**src/rtl/obj_update_sched.sv**
```systemverilog
// obj_update_sched
// Frame-synchronous update scheduler for the overlay objects. Clients post new
// object position/enable values through valid/ready handshakes; a round-robin
// arbiter writes them into per-slot shadow registers. Once per frame, at the
// start of vertical blanking, every dirty shadow slot is copied into the active
// registers that feed the drawing stages. A frame therefore never shows a
// partially updated object set.
//
// Ports
//   clk           pixel clock
//   rst           asynchronous reset, active low
//   vblnk_in      vertical blanking flag from the timing generator
//   req_valid     per-client request (held until accepted)
//   req_ready     per-client grant, combinational, one-hot or zero
//   req_xpos      packed x positions, slot i at [i*XW +: XW]
//   req_ypos      packed y positions, slot i at [i*YW +: YW]
//   req_en        requested object enables
//   obj_xpos      committed x positions
//   obj_ypos      committed y positions
//   obj_en        committed enables
//   commit_pulse  high during the COMMIT cycle
//   frame_cnt     number of commits, modulo 256
//
// state  | meaning
// ACTIVE | active video; waiting for vblnk_in to rise
// COMMIT | single cycle; dirty shadow slots are copied to active at its end
// BLANK  | inside vertical blanking; waiting for vblnk_in to fall
module obj_update_sched #(
  parameter int N_CLIENTS = 4,
  parameter int XW        = 11,
  parameter int YW        = 11
) (
  input  logic                    clk,
  input  logic                    rst,
  input  logic                    vblnk_in,
  input  logic [N_CLIENTS-1:0]    req_valid,
  output logic [N_CLIENTS-1:0]    req_ready,
  input  logic [N_CLIENTS*XW-1:0] req_xpos,
  input  logic [N_CLIENTS*YW-1:0] req_ypos,
  input  logic [N_CLIENTS-1:0]    req_en,
  output logic [N_CLIENTS*XW-1:0] obj_xpos,
  output logic [N_CLIENTS*YW-1:0] obj_ypos,
  output logic [N_CLIENTS-1:0]    obj_en,
  output logic                    commit_pulse,
  output logic [7:0]              frame_cnt
);

  localparam int PW = (N_CLIENTS > 1) ? $clog2(N_CLIENTS) : 1;

  typedef enum logic [1:0] {
    ACTIVE = 2'd0,
    COMMIT = 2'd1,
    BLANK  = 2'd2
  } state_t;

  state_t r_state;
  state_t w_state_nxt;

  logic [N_CLIENTS-1:0][XW-1:0] w_req_x;
  logic [N_CLIENTS-1:0][YW-1:0] w_req_y;
  logic [N_CLIENTS-1:0][XW-1:0] r_sh_x;
  logic [N_CLIENTS-1:0][YW-1:0] r_sh_y;
  logic [N_CLIENTS-1:0][XW-1:0] r_act_x;
  logic [N_CLIENTS-1:0][YW-1:0] r_act_y;
  logic [N_CLIENTS-1:0]         r_sh_en;
  logic [N_CLIENTS-1:0]         r_act_en;
  logic [N_CLIENTS-1:0]         r_dirty;
  logic [N_CLIENTS-1:0]         w_elig;
  logic [N_CLIENTS-1:0]         w_gnt;
  logic [PW-1:0]                r_ptr;
  logic [PW-1:0]                w_gnt_idx;
  logic [PW-1:0]                w_cand;
  logic                         w_gnt_any;
  logic                         w_commit;
  logic [7:0]                   r_frame_cnt;

  assign w_req_x  = req_xpos;
  assign w_req_y  = req_ypos;
  assign w_elig   = req_valid & ~r_dirty;
  assign w_commit = (r_state == COMMIT);

  // Round-robin search starting one past the last winner; a dirty slot is
  // never eligible, so each client gets at most one update per frame.
  always_comb begin
    w_gnt_any = 1'b0;
    w_gnt_idx = r_ptr;
    w_cand    = r_ptr;
    w_gnt     = '0;
    for (int k = 1; k <= N_CLIENTS; k++) begin
      w_cand = PW'((int'(r_ptr) + k) % N_CLIENTS);
      if (!w_gnt_any && w_elig[w_cand]) begin
        w_gnt_any = 1'b1;
        w_gnt_idx = w_cand;
      end
    end
    if (w_gnt_any) w_gnt[w_gnt_idx] = 1'b1;
  end

  always_ff @(posedge clk or negedge rst) begin
    if (!rst) r_state <= BLANK;
    else      r_state <= w_state_nxt;
  end

  always_comb begin
    w_state_nxt = r_state;
    case (r_state)
      ACTIVE:  if (vblnk_in) w_state_nxt = COMMIT;
      COMMIT:  w_state_nxt = vblnk_in ? BLANK : ACTIVE;
      BLANK:   if (!vblnk_in) w_state_nxt = ACTIVE;
      default: w_state_nxt = BLANK;
    endcase
  end

  always_ff @(posedge clk or negedge rst) begin
    if (!rst) begin
      r_sh_x      <= '0;
      r_sh_y      <= '0;
      r_sh_en     <= '0;
      r_act_x     <= '0;
      r_act_y     <= '0;
      r_act_en    <= '0;
      r_dirty     <= '0;
      r_ptr       <= PW'(N_CLIENTS - 1);
      r_frame_cnt <= '0;
    end else begin
      if (w_commit) begin
        for (int i = 0; i < N_CLIENTS; i++) begin
          if (r_dirty[i]) begin
            r_act_x[i]  <= r_sh_x[i];
            r_act_y[i]  <= r_sh_y[i];
            r_act_en[i] <= r_sh_en[i];
          end
        end
        r_frame_cnt <= r_frame_cnt + 8'd1;
      end
      // A slot granted during COMMIT was clean, so it is not copied above;
      // its shadow write lands here and it commits in the next frame.
      if (w_gnt_any) begin
        r_sh_x[w_gnt_idx]  <= w_req_x[w_gnt_idx];
        r_sh_y[w_gnt_idx]  <= w_req_y[w_gnt_idx];
        r_sh_en[w_gnt_idx] <= req_en[w_gnt_idx];
        r_ptr              <= w_gnt_idx;
      end
      r_dirty <= (w_commit ? '0 : r_dirty) | w_gnt;
    end
  end

  assign req_ready    = w_gnt;
  assign obj_xpos     = r_act_x;
  assign obj_ypos     = r_act_y;
  assign obj_en       = r_act_en;
  assign commit_pulse = w_commit;
  assign frame_cnt    = r_frame_cnt;

endmodule

```
**config.mk**
```make
export PLATFORM = sky130hd
export DESIGN_NAME = obj_update_sched
export DESIGN_NICKNAME = d
export VERILOG_FILES = /design/src/rtl/obj_update_sched.sv
export SDC_FILE = /design/constraint.sdc
export NUM_CORES = 1
export LEC_CHECK = 0
export CORE_MARGIN = 1.5
export CORE_UTILIZATION = 48
export DETAILED_ROUTE_END_ITERATION = 12
export PLACE_DENSITY = 0.82
export SETUP_SLACK_MARGIN = 0.15
export SLEW_MARGIN = 20
export SYNTH_ARGS = -nofsm -noshare
export SYNTH_HDL_FRONTEND = slang
export SYNTH_SLANG_ARGS = --single-unit
```
**constraint.sdc**
```tcl
create_clock -name clk -period 2.3 [get_ports clk]
set_input_delay 0.23 -clock clk [delete_from_list [all_inputs] [get_ports clk]]
set_output_delay 0.23 -clock clk [all_outputs]
set_load 0.03 [all_outputs]
```
==> impl_metrics.tcl, run 1 <==
set metrics [dict create \
    drive_gt1_share_pct 36.5 \
    yosys.area.top_type "dfrtp_1" \
    design.core.area_um2 15800 \
    routabilityCongestion 0.761 \
    grt-ovfl-total 0 \
    hold_viol 0 \
    grt_usage_pct 20.2 \
    via_count 4638 \
    maxUsedRoutingLayer "met4" \
    sw_frac_of_total_pct 34.3 \
    outcome "complete, no violations" \
    rsz0062_at_grt "true" \
    slew_headroom_pct 66.5 \
    power_density_nw_per_um2 1550 \
    ir_worst_vdd_mv 0.902 \
    grt_pass1_wl_um 25900 \
    place_hpwl_um 11700 \
    cts_buffer_depth 2 \
    synth_top_family_by_area "multiplexers" \
    ys_types 35 \
    synth_compound_area_share_pct 1.69 \
    clock_power_share_pct 18.7 \
    synth_fa_ha_area_share_pct 0.292 \
    synth.cell_area_um2 7710 \
    synth-seq-cells 200 \
    synth_edf_count 0 \
    drcViolationCount 0 \
    drt_iter0_drc 148 \
    rr_worst_depth 5 \
    p_seq_share_pct 37.2 \
    skew_ns 0.00661 \
    io_pins 204 \
    critPathArrivalTime_ns 1.93 \
    netlist_top_cells_area "dfrtp_1, mux2_2, mux2_4, dfstp_2, buf_6" \
    grt_pass1_vias 5099 \
    synth-warning-count 0 \
    grt_start_max_net_pins 58 \
    netlist.area_leader.share_pct 63.9 \
    ys_seq_area_share_pct 64.9 \
    cts_num_sinks 200 \
    slew_viol_final 0 \
    synthesis.nets 570 \
    fmax_mhz 463 \
    clockRootBuffer "clkbuf_16" \
    fill_cells 1094 \
    setup_viol 0 \
    crit_type "register to primary output" \
    route.met3.wl_um 1380 \
    p_sw_mw 5.79 \
    diodes 0 \
    hold_class "input port to asynchronous set/reset pin" \
    p_leak_nw 4.73 \
    die_w_um 130 \
    postRouteAntennaNets 0 \
    async_flop_share_pct 100 \
    drt-total-wl_um 16700 \
    period_share_pct 93.9 \
    drt-vias-per-instance 4.98 \
    synth-simple-area-share_pct 2.53 \
    worstPathMaxFanout 5 \
    start_util_pct 48.9 \
    clock_latency_ns 0.42 \
    worst_slew_pin_slew_ns 0.503 \
    core.rowCount 46 \
    synth_area_per_cell_um2 16.4 \
    worstSetupEndpointType "primary output" \
    synthMuxAreaShare_pct 27.7 \
    synth_xor_area_share_pct 0.795 \
    synthToLayoutAreaGrowth_pct 41.5 \
    cp-start-kind "register" \
    post_drt_wl_per_cell_um 17.9 \
    cts_inserted_buffers 17 \
    met1Wirelength_um 6630 \
    route.met2.wl_um 8490 \
    cap_violations 0 \
    cts_tree "built" \
    path_clk_slew_ns 0.07 \
    antenna_found_initial 0 \
    die-height_um 130 \
    fp.dieArea_um2 16800 \
    io_buffers 203 \
    combPwrFrac_pct 44.1 \
    dr.pass1.iters 4 \
    postSynthCellCount 470 \
    utilization_pct 69.2 \
    ys.flop_type "dfrtp_1" \
    cp.required_ns 2.07 \
    htreeDepth 4 \
    fin_crit_ns 2.16 \
    p_total_mw 16.9 \
    final_nets 802 \
    p_int_mw 11.1 \
]
## per-stage QoR
step | worst slack, ns | cells | hold WS, ns | cell area (µm²) | TNS, ns
3_3_place_gp | 0.0971 | 886 | 0.228 | 10100 | 0
6_report | 0.140 | 931 | 0.326 | 10900 | 0
3_5_place_dp | -0.0169 | 886 | 0.238 | 10100 | -0.0622
5_1_grt | 0.0586 | 931 | 0.361 | 10900 | 0
4_1_cts | 0.0246 | 923 | 0.339 | 10800 | 0
2_1_floorplan | 0.261 | 470 | -0.0656 | 7710 | 0
## metal layers
metal	track usage (%)	up-vias
met5	0	-
met2	34.5	134
met4	5.56	0
met3	8.41	15
li1	-	2113
met1	23.5	2376
## flip-flops by register name (all words and copies together), names as in the netlist
| register | cells |
|---|---|
| r_sh_x | 44 |
| frame_cnt | 8 |
| r_sh_y | 44 |
| r_dirty | 4 |
| obj_xpos | 44 |
| r_sh_en | 4 |
| obj_ypos | 44 |
| r_state | 2 |
| r_ptr | 2 |
| obj_en | 4 |
## cells in the final DEF (no fill, tap or decap), types with 2 or more instances in the layout
cell type / count
a21o_1: 2
a21oi_1: 4
and3_1: 2
buf_12: 6
buf_4: 22
bufinv_16: 4
clkbuf_1: 2
clkbuf_16: 19
clkbuf_8: 4
clkdlybuf4s50_1: 197
clkinv_2: 2
dfrtp_1: 196
dfstp_2: 3
inv_1: 3
inv_6: 3
mux2_2: 166
mux2_4: 18
nand2_1: 15
nand2b_1: 2
nand3_1: 4
nor2_1: 3
nor2b_1: 3
nor3b_1: 2
o21ai_1: 2
xnor2_1: 6
## power groups by stage
stage	logic, mW	clock network, mW	registers [mW]
4_1_cts	7.36	3.24	6.29
6_report	7.45	3.16	6.29
2_1_floorplan	2.85	0	7.80
3_5_place_dp	7.21	0	6.36
3_3_place_gp	6.96	0	6.19
5_1_grt	7.87	3.37	6.52
## area by class of cell
cell class	count	area, µm²	share of cell area (%)
Sequential cell	200	5010	45.9
Multi-Input combinational cell	246	2590	23.7
Timing Repair Buffer	232	2380	21.9
Clock buffer	22	474	4.35
Tap cell	216	270	2.48
Clock inverter	10	164	1.50
Inverter	5	18.8	0.172
## worst max-delay path, stage by stage, from the launching register on
cell and delay (ns):
dfstp_2 0.59, nor3b_2 0.08, or3_1 0.33, o32a_4 0.21
buf_12 0.14, inv_2 0.06, buf_12 0.11
## synthesized netlist by cell type, types with 2 or more instances
cell,n
dfrtp_1,197
mux2_2,166
mux2_4,18
nand2_1,15
buf_2,10
xnor2_1,6
a21oi_1,5
buf_6,5
buf_4,4
inv_1,4
nand3_1,4
dfstp_2,3
nor2_1,3
nor2b_1,3
nor3b_1,3
a21o_1,2
and3_1,2
nand2b_1,2
o21ai_0,2
## final timing paths
check	from	to	slack (ns)
max in group asynchronous	rst	obj_ypos[42]	1.24
max	r_ptr[0]	req_ready[1]	0.14
min reg2reg	frame_cnt[7]	frame_cnt[7]	0.48
min in group clk	req_xpos[8]	r_sh_x[8]	0.42
max reg2reg	r_ptr[0]	r_sh_en[3]	0.27
min	rst	r_sh_x[7]	0.33
## logic make-up (layout without fill, tap and decap cells)
family                   after synthesis  count (layout)
AO/OA/AOI/OAI                         16              16
XOR/XNOR                               7               7
adder cells (fa/ha/maj)                2               2
buffers and inverters                 24             269
flip-flops                           200             200
multiplexers                         184             184
AND/OR/NAND/NOR                       37              37
## what timing repair did
action	CTS	global route
hold buffers	1	0
gates resized for setup	7	6
cloned	1	2
endpoints found under the hold margin	51	0
endpoints found under the setup margin	5	5
buffers inserted	3	6
Note: power is estimated with default switching activity, not from simulation.
==> inputs of run 2 (changes only) <==
- CAP_MARGIN: unset -> 20
- CORE_UTILIZATION: 48 -> 44
- PLACE_DENSITY: 0.82 -> 0.79
- SLEW_MARGIN: 20 -> unset
- clock period: 2.3 -> 1.9 ns (I/O delays scaled with it)
==> run 2 against run 1 <==
Against the previous run: the run now ends with negative setup slack left; via count up 3.2%; flip-flop and latch count stayed put; setup slack got worse by 0.36 ns; final area grew 7.0%; combinational power rose by 41%; global-route usage about the same; largest power group unchanged; worst hold slack got worse by 0.054 ns; critical path depth increased by 1; highest routed layer unchanged; critical path type unchanged; total power up 29%.
==> impl_metrics.tcl, run 2 (synthesis results as in run 1) <==
set metrics [dict create \
    outcome "finished with violations" \
    violations "negative setup slack" \
    hold-worst-slack_ns 0.272 \
    worst_slew_pin_slew_ns 0.456 \
    clock_latency_ns 0.43 \
    cp.required_ns 1.71 \
    postRouteAntennaNets 0 \
    p_int_mw 14.2 \
    antenna_found_initial 0 \
    dpl_worst_slack_ns -0.449 \
    core.rowCount 48 \
    skew_ns 0.0130 \
    cpPeakStageDelay_ns 0.38 \
    setup_viol 92 \
    place_hpwl_um 11400 \
    via_count 4786 \
    crit_chain "nand2b_4, buf_6, or3_4, o32a_4, buf_12, clkinv_4, buf_6" \
    grt_pass1_vias 5320 \
    fp.dieArea_um2 18300 \
    setup_ws_ns -0.221 \
    die_w_um 135 \
    layout_common_cells "dfrtp_1, clkdlybuf4s50_1, mux2_2" \
    final_common_cell "dfrtp_1" \
    diodes 0 \
    cp-start-kind "register" \
    grt_start_max_net_pins 56 \
    cts_num_sinks 200 \
    io_buffers 203 \
    post_drt_wl_per_cell_um 18.3 \
    crit_cells 7 \
    crit_type "register to primary output" \
    dr.pass1.iters 4 \
    routabilityCongestion 0.726 \
    fill_cells 1150 \
    worstSetupEndpointType "primary output" \
    path_clk_slew_ns 0.07 \
    grt-ovfl-total 0 \
    drt-vias-per-instance 4.90 \
    finalSetupTns_ns -7.29 \
    start_util_pct 44.7 \
    p_seq_share_pct 35.0 \
    critPathArrivalTime_ns 1.93 \
    worst-path-buf-inv 4 \
    p_sw_mw 7.54 \
    clockRootBuffer "clkbuf_16" \
    power_density_nw_per_um2 1860 \
    design.core.area_um2 17200 \
    crit_top_cell "buf_6" \
    slowest_stage "dfrtp_1" \
    drive_gt1_share_pct 41.0 \
    rsz0062_at_grt "true" \
    cap_violations 0 \
    combPwrFrac_pct 48.0 \
    rrSetupSlack_ns -0.18 \
    synthToLayoutAreaGrowth_pct 51.4 \
    htreeDepth 4 \
    r2r-end "r_sh_x[43]" \
    grt_pass1_wl_um 28100 \
    slew_viol_final 0 \
    die-height_um 135 \
    cts_buffer_depth 2 \
    drcViolationCount 0 \
    reg2reg_from "r_dirty[1]" \
    cts_tree "built" \
    sw_frac_of_total_pct 34.7 \
    fin_crit_ns 2.12 \
    worstPathMaxFanout 4 \
    crit_family "simple AND/OR/NAND/NOR gates" \
    grt_usage_pct 20.2 \
    hold_viol 0 \
    io_pins 204 \
    ir_worst_vdd_mv 1.13 \
    slew_headroom_pct 69.6 \
    final_nets 839 \
    cts_inserted_buffers 17 \
    clock_power_share_pct 16.9 \
    fmax_mhz 471 \
    rr_worst_depth 9 \
    drt-total-wl_um 17900 \
    drt_iter0_drc 140 \
    p_leak_nw 5.26 \
    hold_class "input port to asynchronous set/reset pin" \
    period_share_pct 112 \
]
[run 2: changes by cell type in the layout (fill, tap and decap cells not counted), sizes merged, moves of 2 or more]
cell and delta:
dlymetal6s2s +4, clkdlybuf4s50 -8, bufinv -2, buf +39, clkinv +6, inv +2, clkbuf -5, clkdlybuf4s15 -2
dlygate4sd2 +4
[run 2: metrics by stage]
stage	util (%)	power, mW	instance area, µm²	cells
after global placement	59.3	16.1	10200	905
after floorplan	-	13.0	7780	470
after CTS	66.3	21.5	11400	965
final	67.7	21.8	11700	977
after global routing	67.7	22.9	11700	977
after detailed placement	59.3	16.6	10200	905
[run 2: worst register-to-register path: cells and delay by family (launching register included)]
kind	cells	cell delay (ns)
mux	1	0.33
buf+inv	5	0.83
compound gates	1	0.19
flops	1	0.38
simple gates	2	0.23
[run 2: how the worst max path moves through the flow]
stage / start / end / slack (ns)
6_report: r_dirty[1] / req_ready[1] / -0.22
5_1_grt: r_dirty[1] / req_ready[1] / -0.29
4_1_cts: r_ptr[0] / req_ready[1] / -0.33
3_5_place_dp: req_valid[1] / req_ready[3] / -0.45
3_3_place_gp: req_valid[1] / req_ready[3] / -0.40
2_1_floorplan: r_ptr[1] / r_sh_en[0] / 0.13
[run 2: routing by layer]
| layer | vias to the layer above | part of all wire (%) | track usage, % |
|---|---|---|---|
| met5 | - | 0 | 0 |
| met4 | 0 | 0.90 | 4.72 |
| met3 | 16 | 6.7 | 7.26 |
| met2 | 137 | 52 | 35.0 |
| met1 | 2446 | 41 | 24.0 |
| li1 | 2187 | - | - |
[run 2: final cells by class]
type	instances	area, µm²	share of cell area (%)
sequential	200	5010	42.9
clock buffer	17	425	3.64
inverter	5	28.8	0.246
multi-input combinational	246	2800	24.0
tap	225	282	2.41
clock inverter	15	186	1.60
timing repair buffer	269	2950	25.2
[run 2: power groups by stage]
| stage | Clock, mW | Sequential (mW) | Combinational (mW) |
|---|---|---|---|
| 2_1_floorplan | 0 | 9.45 | 3.55 |
| 3_3_place_gp | 0 | 7.47 | 8.63 |
| 3_5_place_dp | 0 | 7.67 | 8.89 |
| 4_1_cts | 3.77 | 7.62 | 10.1 |
| 5_1_grt | 3.98 | 7.90 | 11.0 |
| 6_report | 3.69 | 7.62 | 10.5 |
[run 2: repair_timing]
item	4_1_cts	5_1_grt
pin swaps	7	7
setup buffers	21	10
hold buffers	1	0
resized for setup	81	41
setup endpoints to repair	101	105
endpoints found under the hold margin	44	0
cloned	6	2
